==> config.mk <==
export PLATFORM = sky130hd
export DESIGN_NAME = control_pipe_stage_flat
export DESIGN_NICKNAME = d
export VERILOG_FILES = /design/src/rtl/ctrl_pkg.sv /design/src/rtl/control_pipe_stage_if.sv /design/src/rtl/ctrl_decode.sv /design/src/rtl/control_pipe_stage.sv /design/src/flat_wrapper.sv
export SDC_FILE = /design/constraint.sdc
export NUM_CORES = 1
export LEC_CHECK = 0
export CAP_MARGIN = 10
export CORE_ASPECT_RATIO = 0.5
export CORE_MARGIN = 3
export CORE_UTILIZATION = 47
export CTS_BUF_LIST = sky130_fd_sc_hd__clkbuf_16
export CTS_CLUSTER_DIAMETER = 100
export DETAILED_ROUTE_END_ITERATION = 10
export PLACE_DENSITY = 0.85
export SLEW_MARGIN = 20
export SYNTH_ARGS = -nofsm -noshare
export SYNTH_HDL_FRONTEND = slang
export SYNTH_HIERARCHICAL = 1
export SYNTH_SLANG_ARGS = --single-unit
==> constraint.sdc <==
create_clock -name clk -period 8.3 [get_ports clk]
set_clock_uncertainty 0.15 [all_clocks]
set_input_delay 2.075 -clock clk [delete_from_list [all_inputs] [get_ports clk]]
set_output_delay 2.075 -clock clk [all_outputs]
set_load 0.01 [all_outputs]
==> src/rtl/ctrl_pkg.sv <==
// Shared opcode, ALU-op encodings and control bundle type for the ID->EX control stage.
package ctrl_pkg;

  localparam logic [6:0] OPC_R      = 7'b0110011;
  localparam logic [6:0] OPC_LOAD   = 7'b0000011;
  localparam logic [6:0] OPC_STORE  = 7'b0100011;
  localparam logic [6:0] OPC_BRANCH = 7'b1100011;
  localparam logic [6:0] OPC_OPIMM  = 7'b0010011;

  localparam logic [1:0] ALUOP_ADD = 2'b00;
  localparam logic [1:0] ALUOP_SUB = 2'b01;
  localparam logic [1:0] ALUOP_RFN = 2'b10;
  localparam logic [1:0] ALUOP_IFN = 2'b11;

  typedef struct packed {
    logic       branch;
    logic       mem_read;
    logic       mem_reg;
    logic       mem_write;
    logic       alu_src;
    logic       reg_write;
    logic [1:0] alu_op;
  } ctrl_t;

  localparam int unsigned CTRL_W = $bits(ctrl_t);

endpackage

==> src/rtl/control_pipe_stage_if.sv <==
// Upstream/downstream handshake and registered control bundle of the ID->EX stage.
interface control_pipe_stage_if #(
  parameter int unsigned CNT_W = 16
);
  logic             in_valid;
  logic             in_ready;
  logic [31:0]      instruction;
  logic             flush;
  logic             out_valid;
  logic             out_ready;
  logic             branch;
  logic             mem_read;
  logic             mem_reg;
  logic             mem_write;
  logic             alu_src;
  logic             reg_write;
  logic [1:0]       ALU_op;
  logic [4:0]       rd;
  logic [4:0]       rs1;
  logic [4:0]       rs2;
  logic             illegal;
  logic [CNT_W-1:0] bubble_cnt;

  // The stage itself.
  modport slave (
    input  in_valid, instruction, flush, out_ready,
    output in_ready, out_valid, branch, mem_read, mem_reg, mem_write, alu_src, reg_write,
    output ALU_op, rd, rs1, rs2, illegal, bubble_cnt
  );

  // Decode/EX side driving the stage.
  modport master (
    output in_valid, instruction, flush, out_ready,
    input  in_ready, out_valid, branch, mem_read, mem_reg, mem_write, alu_src, reg_write,
    input  ALU_op, rd, rs1, rs2, illegal, bubble_cnt
  );
endinterface

==> src/rtl/ctrl_decode.sv <==
// Combinational opcode decoder: control bundle, illegal flag and rs2 usage.
module ctrl_decode
  import ctrl_pkg::*;
#(
  parameter bit EXT_OPCODES = 1'b1
) (
  input  logic [6:0] opcode,
  output ctrl_t      ctrl,
  output logic       illegal,
  output logic       uses_rs2
);

  always_comb begin
    ctrl     = '0;
    illegal  = 1'b0;
    uses_rs2 = 1'b0;
    case (opcode)
      OPC_R: begin
        ctrl.reg_write = 1'b1;
        ctrl.alu_op    = ALUOP_RFN;
        uses_rs2       = 1'b1;
      end
      OPC_LOAD: begin
        ctrl.mem_read  = 1'b1;
        ctrl.mem_reg   = 1'b1;
        ctrl.alu_src   = 1'b1;
        ctrl.reg_write = 1'b1;
        ctrl.alu_op    = ALUOP_ADD;
      end
      OPC_STORE: begin
        ctrl.mem_write = 1'b1;
        ctrl.alu_src   = 1'b1;
        ctrl.alu_op    = ALUOP_ADD;
        uses_rs2       = 1'b1;
      end
      OPC_BRANCH: begin
        ctrl.branch = 1'b1;
        ctrl.alu_op = ALUOP_SUB;
        uses_rs2    = 1'b1;
      end
      OPC_OPIMM: begin
        if (EXT_OPCODES) begin
          ctrl.alu_src   = 1'b1;
          ctrl.reg_write = 1'b1;
          ctrl.alu_op    = ALUOP_IFN;
        end else begin
          illegal = 1'b1;
        end
      end
      default: illegal = 1'b1;
    endcase
  end

endmodule

==> src/rtl/control_pipe_stage.sv <==
// ID->EX control pipeline register with opcode decode, load-use bubble insertion and a
// saturating bubble counter.
module control_pipe_stage
  import ctrl_pkg::*;
#(
  parameter bit          EXT_OPCODES = 1'b1,
  parameter bit          ENABLE_HAZ  = 1'b1,
  parameter int unsigned CNT_W       = 16
) (
  input logic                 clk,
  input logic                 rst_n,
  control_pipe_stage_if.slave bus
);

  localparam logic [CNT_W-1:0] CntMax = '1;

  ctrl_t            dec_ctrl;
  logic             dec_illegal;
  logic             dec_uses_rs2;
  logic [4:0]       in_rd, in_rs1, in_rs2;
  logic             hazard;
  logic             in_ready;

  logic             valid_q, valid_d;
  ctrl_t            ctrl_q, ctrl_d;
  logic             illegal_q, illegal_d;
  logic [4:0]       rd_q, rd_d, rs1_q, rs1_d, rs2_q, rs2_d;
  logic [CNT_W-1:0] cnt_q, cnt_d;

  ctrl_decode #(
    .EXT_OPCODES (EXT_OPCODES)
  ) u_decode (
    .opcode   (bus.instruction[6:0]),
    .ctrl     (dec_ctrl),
    .illegal  (dec_illegal),
    .uses_rs2 (dec_uses_rs2)
  );

  assign in_rd  = bus.instruction[11:7];
  assign in_rs1 = bus.instruction[19:15];
  assign in_rs2 = bus.instruction[24:20];

  logic unused_instr_bits;
  assign unused_instr_bits = ^{bus.instruction[31:25], bus.instruction[14:12]};

  // A bubble (valid_q=0) or a load to x0 can never create a load-use dependency.
  assign hazard = ENABLE_HAZ && bus.in_valid && valid_q && ctrl_q.mem_read &&
                  (rd_q != 5'd0) &&
                  ((rd_q == in_rs1) || (dec_uses_rs2 && (rd_q == in_rs2)));

  assign in_ready = bus.flush || ((!valid_q || bus.out_ready) && !hazard);

  always_comb begin
    valid_d   = valid_q;
    ctrl_d    = ctrl_q;
    illegal_d = illegal_q;
    rd_d      = rd_q;
    rs1_d     = rs1_q;
    rs2_d     = rs2_q;
    cnt_d     = cnt_q;
    if (bus.flush) begin
      valid_d   = 1'b0;
      ctrl_d    = '0;
      illegal_d = 1'b0;
    end else if (valid_q && !bus.out_ready) begin
      // EX is back-pressuring: hold everything.
    end else if (hazard) begin
      valid_d   = 1'b0;
      ctrl_d    = '0;
      illegal_d = 1'b0;
      if (cnt_q != CntMax) begin
        cnt_d = cnt_q + CNT_W'(1);
      end
    end else if (bus.in_valid && in_ready) begin
      valid_d   = 1'b1;
      ctrl_d    = dec_ctrl;
      illegal_d = dec_illegal;
      rd_d      = in_rd;
      rs1_d     = in_rs1;
      rs2_d     = in_rs2;
    end else begin
      valid_d   = 1'b0;
      ctrl_d    = '0;
      illegal_d = 1'b0;
    end
  end

  always_ff @(posedge clk or negedge rst_n) begin
    if (!rst_n) begin
      valid_q   <= 1'b0;
      ctrl_q    <= '0;
      illegal_q <= 1'b0;
      rd_q      <= '0;
      rs1_q     <= '0;
      rs2_q     <= '0;
      cnt_q     <= '0;
    end else begin
      valid_q   <= valid_d;
      ctrl_q    <= ctrl_d;
      illegal_q <= illegal_d;
      rd_q      <= rd_d;
      rs1_q     <= rs1_d;
      rs2_q     <= rs2_d;
      cnt_q     <= cnt_d;
    end
  end

  assign bus.in_ready   = in_ready;
  assign bus.out_valid  = valid_q;
  assign bus.branch     = ctrl_q.branch;
  assign bus.mem_read   = ctrl_q.mem_read;
  assign bus.mem_reg    = ctrl_q.mem_reg;
  assign bus.mem_write  = ctrl_q.mem_write;
  assign bus.alu_src    = ctrl_q.alu_src;
  assign bus.reg_write  = ctrl_q.reg_write;
  assign bus.ALU_op     = ctrl_q.alu_op;
  assign bus.rd         = rd_q;
  assign bus.rs1        = rs1_q;
  assign bus.rs2        = rs2_q;
  assign bus.illegal    = illegal_q;
  assign bus.bubble_cnt = cnt_q;

endmodule
==> src/flat_wrapper.sv <==
// flat-port wrapper written by rule: the top's interface ports become plain ports
module control_pipe_stage_flat import ctrl_pkg::*;
#(
  parameter bit          EXT_OPCODES = 1'b1,
  parameter bit          ENABLE_HAZ  = 1'b1,
  parameter int unsigned CNT_W       = 16
)
  (clk, rst_n, bus_in_valid, bus_instruction, bus_flush, bus_out_ready, bus_in_ready, bus_out_valid, bus_branch, bus_mem_read, bus_mem_reg, bus_mem_write, bus_alu_src, bus_reg_write, bus_ALU_op, bus_rd, bus_rs1, bus_rs2, bus_illegal, bus_bubble_cnt);
  control_pipe_stage_if #(.CNT_W(CNT_W)) bus_i ();
  input logic clk;
  input logic rst_n;
  input wire logic [$bits(bus_i.in_valid)-1:0] bus_in_valid;
  input wire logic [$bits(bus_i.instruction)-1:0] bus_instruction;
  input wire logic [$bits(bus_i.flush)-1:0] bus_flush;
  input wire logic [$bits(bus_i.out_ready)-1:0] bus_out_ready;
  output wire logic [$bits(bus_i.in_ready)-1:0] bus_in_ready;
  output wire logic [$bits(bus_i.out_valid)-1:0] bus_out_valid;
  output wire logic [$bits(bus_i.branch)-1:0] bus_branch;
  output wire logic [$bits(bus_i.mem_read)-1:0] bus_mem_read;
  output wire logic [$bits(bus_i.mem_reg)-1:0] bus_mem_reg;
  output wire logic [$bits(bus_i.mem_write)-1:0] bus_mem_write;
  output wire logic [$bits(bus_i.alu_src)-1:0] bus_alu_src;
  output wire logic [$bits(bus_i.reg_write)-1:0] bus_reg_write;
  output wire logic [$bits(bus_i.ALU_op)-1:0] bus_ALU_op;
  output wire logic [$bits(bus_i.rd)-1:0] bus_rd;
  output wire logic [$bits(bus_i.rs1)-1:0] bus_rs1;
  output wire logic [$bits(bus_i.rs2)-1:0] bus_rs2;
  output wire logic [$bits(bus_i.illegal)-1:0] bus_illegal;
  output wire logic [$bits(bus_i.bubble_cnt)-1:0] bus_bubble_cnt;
  assign bus_i.in_valid = bus_in_valid;
  assign bus_i.instruction = bus_instruction;
  assign bus_i.flush = bus_flush;
  assign bus_i.out_ready = bus_out_ready;
  assign bus_in_ready = bus_i.in_ready;
  assign bus_out_valid = bus_i.out_valid;
  assign bus_branch = bus_i.branch;
  assign bus_mem_read = bus_i.mem_read;
  assign bus_mem_reg = bus_i.mem_reg;
  assign bus_mem_write = bus_i.mem_write;
  assign bus_alu_src = bus_i.alu_src;
  assign bus_reg_write = bus_i.reg_write;
  assign bus_ALU_op = bus_i.ALU_op;
  assign bus_rd = bus_i.rd;
  assign bus_rs1 = bus_i.rs1;
  assign bus_rs2 = bus_i.rs2;
  assign bus_illegal = bus_i.illegal;
  assign bus_bubble_cnt = bus_i.bubble_cnt;
  control_pipe_stage #(.EXT_OPCODES(EXT_OPCODES), .ENABLE_HAZ(ENABLE_HAZ), .CNT_W(CNT_W)) u_core (.clk(clk), .rst_n(rst_n), .bus(bus_i));
endmodule
[Yosys cells after proc, flatten, opt, wreduce, memory -nomap -nowiden]
Index checks and enable logic that the tools add are counted.
Storage, ports and cells
  register bits: 41
  word-level logic and storage cells: 67
  output and inout bits: 42
Operators by class
  $add $sub $neg: 1
  equality and inequality tests: 9
  bitwise logic cells: 3
  mux-type cells: 20
  reductions and logical operators: 21
Operators by type and width (number)
  8-bit 2-to-1 mux: 4
  16-bit by 1-bit adder with 16-bit output (second input constant): 1
  16-bit inequality test (second input constant): 1
  7-bit by 6-bit == test with 1-bit output (second input constant): 2
  1-bit 2-to-1 mux: 14
  5-bit == test: 2
  3-bit OR reduction: 3
  1-bit logical AND: 8
  4-bit AND reduction: 2
  7-bit by 2-bit == test with 1-bit output (second input constant): 1
  7-bit by 5-bit == test with 1-bit output (second input constant): 1
  7-bit == test (second input constant): 1
  2-bit one-hot mux with 3 select lines: 1
  5-bit nonzero test: 1
  5-bit OR reduction: 1
  1-bit logical NOT: 3
  1-bit logical OR: 3
  1-bit inverter: 3
  2-bit 2-to-1 mux: 1
  2-bit inequality test (second input constant): 1

[Logic depth before layout (Yosys ltp)]
  word-level depth: 14
  mapped depth: 8

[By module]
The synthesis kept the hierarchy.
By module, submodules not included
  control_pipe_stage: sequential area each 1026.0 um^2, cells an instance 150, area each 1918.1 um^2, instances 1
  ctrl_decode: sequential area each 0.0 um^2, cells an instance 17, area each 123.9 um^2, instances 1

[Least setup slack after synthesis]
Ideal clock, no wire load.
  path type: input port to output port
  start point: in bus_instruction[2]
  end point: out bus_in_ready
  required time: 6.075 ns
  path buffers: 2
  path slack: 2.701 ns
  stages on the path: 8
  arrival time: 3.374 ns
  cell sequence: nand4bb_1 buf_2 a211oi_1 nand2_1 o22ai_4 buf_2 nand2_1 a21o_1
On the way
  word-level cells in the longest chain between the ends: 9
  elaborated cells between the ends (all ways): 11
  classes of those cells: eq/ne: 3; mux: 1; reduce/logical: 7
RTL lines
  from (decl): RTL line flat_wrapper.sv:13  | input wire logic [$bits(bus_i.instruction)-1:0] bus_instruction;
  7-bit by 6-bit == test with 1-bit output / 7-bit == test (equally long branches): RTL line ctrl_decode.sv:17  | case (opcode)
  3-bit OR reduction (no source line) *
  1-bit 2-to-1 mux *: RTL line ctrl_decode.sv:17
  net u_core.dec_uses_rs2: RTL line control_pipe_stage.sv:19  | logic dec_uses_rs2;
  1-bit logical AND *: RTL line control_pipe_stage.sv:49  | ((rd_q == in_rs1) || (dec_uses_rs2 && (rd_q == in_rs2)));
  1-bit logical OR *: RTL line control_pipe_stage.sv:49
  1-bit logical AND *: RTL line control_pipe_stage.sv:48  | (rd_q != 5'd0) &&
  1-bit logical NOT *: RTL line control_pipe_stage.sv:51  | assign in_ready = bus.flush || ((!valid_q || bus.out_ready) && !hazard);
  1-bit logical AND *: RTL line control_pipe_stage.sv:51
  1-bit logical OR *: RTL line control_pipe_stage.sv:51
  to (decl): RTL line flat_wrapper.sv:16  | output wire logic [$bits(bus_i.in_ready)-1:0] bus_in_ready;
Mark *: on every way through the listed nets, which the timed path passes. The rest lies on a longest branch.

[Worst setup path after layout]
Ends and elaborated chain as after synthesis.

==> results.txt <==
----------------------------------------------------
[Final layout]
  Final cell utilization of the core ... 70.9%
  Share of cells above drive strength 1 ... 12.7%
  Most frequent cells in the layout ... sky130_fd_sc_hd__clkdlybuf4s50_1, sky130_fd_sc_hd__dfrtp_1, sky130_fd_sc_hd__xnor2_1
  Area grow syn2layout ... 40.4%
  Diodes inserted ... 0
  Net count of the finished layout ... 273
  Most common cell after layout, fill and taps aside ... sky130_fd_sc_hd__clkdlybuf4s50_1
  Number of flip-flops in the largest register ... 16

[Synthesis]
  Most common flop cell mapped by yosys ... sky130_fd_sc_hd__dfrtp_1
  Area of the mapped netlist ... 2040 sq um
  Count of distinct cell types in the synthesized netlist ... 35
  Number of enable flip-flop cells after synthesis ... 0
  Syn_nets ... 205
  Synthesis warning total ... 6
  Total of flip-flops plus latches after synthesis ... 41
  Syn Inst Count ... 167
  Post-Syn Area per Cell ... 12.2 sq um
  Async S/R FF share, synth ... 100%
  Register area share after synthesis ... 50.2%

[CTS]
  Post-CTS setup buffers ... 0
  Register clock-pin slew on the reported worst setup and hold paths ... 0.06 ns
  CTS tree ... built
  Worst-skew pair later-pin latency ... 0.28 ns
  Num CTS Buffers ... 5
  Resized cells post-CTS ... 0
  Clock sink total ... 41
  Total number of H-tree levels ... 2
  CTS Root Buffer Type ... sky130_fd_sc_hd__clkbuf_16
  Bufs on Longest Clock Path ... 2
  Hold bufs inserted after CTS ... 0

[Power and ir drop]
  Power per cell area ... 177 nW/um^2
  Fraction of power consumed by combinational cells ... 19.1%
  Maximum ir drop on the vdd rail ... 0.0904 mV
  Switching power as a share of total power ... 24.7%
  Clock group share of total power ... 36.1%
  Net switching power of the design ... 0.125 mW
  Power Internal ... 0.382 mW
  Leakage power total ... 1.16 nW
  Sequential cell fraction of total power ... 44.8%

[Min path]
  Start point of the worst hold path ... u_core/bus.bubble_cnt[15]
  Terminating pin of the worst hold path ... u_core/bus.bubble_cnt[15]
  Hold Crit Class ... flop to flop
  Cells on Worst Hold Path ... 1

[Global routing]
  Initial antenna violation count ... 0
  Global-route usage over all layers ... 19.3%
  Pin count of the biggest net entering global routing ... 42
  Final global-route overflow total ... 0
  Wire length of the first global-routing pass ... 7.76 mm
  Vias in the first global route ... 1556

[Placement]
  Quantity of I/O buffers inserted on ports ... 68
  Final HPWL from detailed placement ... 3.29 mm
  Global placement routability congestion ... 0.771

[Critical path]
  Series of cell instances along the critical path ... clkdlybuf4s50_1, nand4bb_1, a211oi_1, nand2_1, o22ai_4, nand2_1, a21o_1, clkdlybuf4s50_1
  Kind of end point of the critical path ... output port
  Data arrival, critical path ... 4.54 ns
  Worst reg2reg path startpoint ... u_core/bus.rd[0]
  Depth of the most critical reg-to-reg path ... 5
  Critical Path Fanout Max ... 17
  Slack of the worst reg-to-reg path ... 5.92 ns
  Largest stage delay, worst path ... 0.47 ns
  Slowest stage cell on the critical path ... sky130_fd_sc_hd__clkdlybuf4s50_1
  Worst endpoint required time ... 6.08 ns
  RR Endpoint ... u_core/bus.rs2[2]
  Worst setup path category ... primary input to output port
  Startpoint kind of the worst setup timing path ... primary input

[Status]
  Outcome ... complete, no violations

[Timing]
  Fin Hold WS ... 0.346 ns
  Worst max-slew margin expressed relative to the limit ... 40.3%
  Unrepaired setup endpoints after global routing ... no
  Final max-slew violation count ... 0
  Count of final setup violators ... 0
  Worst slew pin tran ... 0.896 ns
  Fin crit period ... 6.77 ns
  Fin Setup TNS ... 0 ns
  Number of hold-slack violations in the final timing report ... 0
  Part of the cycle the worst path needs ... 81.5%
  Max Fclk ... 148 MHz

[Detailed routing]
  Number of DRC markers in iteration 0 ... 25
  First drt pass iteration count ... 4
  Ratio of routed vias to standard cells ... 5.24
  Post-route DRC violation count ... 0
  Total via count in the routed design ... 1520
  DRT Wirelength ... 4.65 mm
  ANT nets after route ... 0
  Mean routed wirelength per cell ... 16.0 microns

[Floorplanning]
  Placement row count ... 16
  Die Outline Area ... 5220 sq um
  Initial Utilization ... 50.5%
  Ports placed on the boundary ... 79
  Core Area ... 4040 sq um
  X dimension of the die ... 99.2 microns
  Vertical extent of the die ... 52.6 microns

[Job]
  Max cap viols ... 0

----------------------------------------------------
==> synth_stat cells (3+ instances only) <==
library cell	number	area, sq um
sky130_fd_sc_hd__a22o_1	9	78.8
sky130_fd_sc_hd__and3_1	3	18.8
sky130_fd_sc_hd__buf_2	3	15.0
sky130_fd_sc_hd__buf_6	3	33.8
sky130_fd_sc_hd__dfrtp_1	41	1030
sky130_fd_sc_hd__mux2_2	6	67.6
sky130_fd_sc_hd__mux2_4	10	150
sky130_fd_sc_hd__nand2_1	9	33.8
sky130_fd_sc_hd__nand3_1	11	55.1
sky130_fd_sc_hd__nand4_1	8	50.1
sky130_fd_sc_hd__nor2_1	8	30.0
sky130_fd_sc_hd__nor3_1	3	15.0
sky130_fd_sc_hd__xnor2_1	25	219
==> layout make-up <==
type                       count  area [sq um]
multi-input combinational    117           952
clock buffer                   5           125
timing repair buffer          68           676
inverter                       2          7.51
fill                         277          1180
sequential                    41          1030
clock inverter                 3          12.5
tap                           54          67.6
==> per-layer routing <==
layer | track usage, % | vias up | wire length, microns
li1 | - | 727 | -
met1 | 25.0 | 754 | 2070
met2 | 33.1 | 37 | 2400
met3 | 4.52 | 2 | 167
met4 | 5.22 | 0 | 9
met5 | 0 | - | 0
==> power by group through the flow <==
stage	Clock (mW)	Sequential (mW)	Combinational [mW]
finish	0.183	0.227	0.0970
global route	0.195	0.229	0.104
CTS	0.186	0.227	0.0981
detailed placement	0	0.230	0.0977
global placement	0	0.230	0.0956
floorplan	0	0.235	0.0404
==> worst max-delay path, delay by kind of cell <==
family / cells / cell delay (ns)
buffers and inverters: 2 / 0.86
AO/OA/AOI/OAI: 3 / 0.93
AND/OR/NAND/NOR: 3 / 0.67
==> how the worst max path moves through the flow <==
stage                                  start  slack (ns)  cells after the start      endpoint
final                     bus_instruction[2]        1.53                      8  bus_in_ready
after global routing      bus_instruction[3]        1.26                      8  bus_in_ready
after CTS                 bus_instruction[2]        1.54                      8  bus_in_ready
after detailed placement  bus_instruction[2]        1.56                      8  bus_in_ready
after global placement    bus_instruction[2]        1.58                      8  bus_in_ready
after floorplan           bus_instruction[2]        2.70                      8  bus_in_ready
==> cell families (layout without fill, tap and decap cells) <==
| group | Yosys count | in the layout | share of synthesized area, % |
|---|---|---|---|
| simple gates | 57 | 57 | 15.6 |
| flops | 41 | 41 | 50.2 |
| xor+xnor | 25 | 25 | 10.7 |
| compound gates | 18 | 18 | 9.07 |
| mux | 16 | 16 | 10.7 |
| buf+inv | 9 | 78 | 3.12 |
| fa+ha+maj | 1 | 1 | 0.613 |
==> through the flow <==
stage	cell area, sq um	setup WS (ns)	std cells	power, mW
floorplan	2040	2.70	167	0.275
global placement	2730	1.58	282	0.325
detailed placement	2730	1.56	282	0.328
CTS	2870	1.54	290	0.512
global route	2870	1.26	290	0.529
finish	2870	1.53	290	0.507
(Power assumes the default switching activity.)
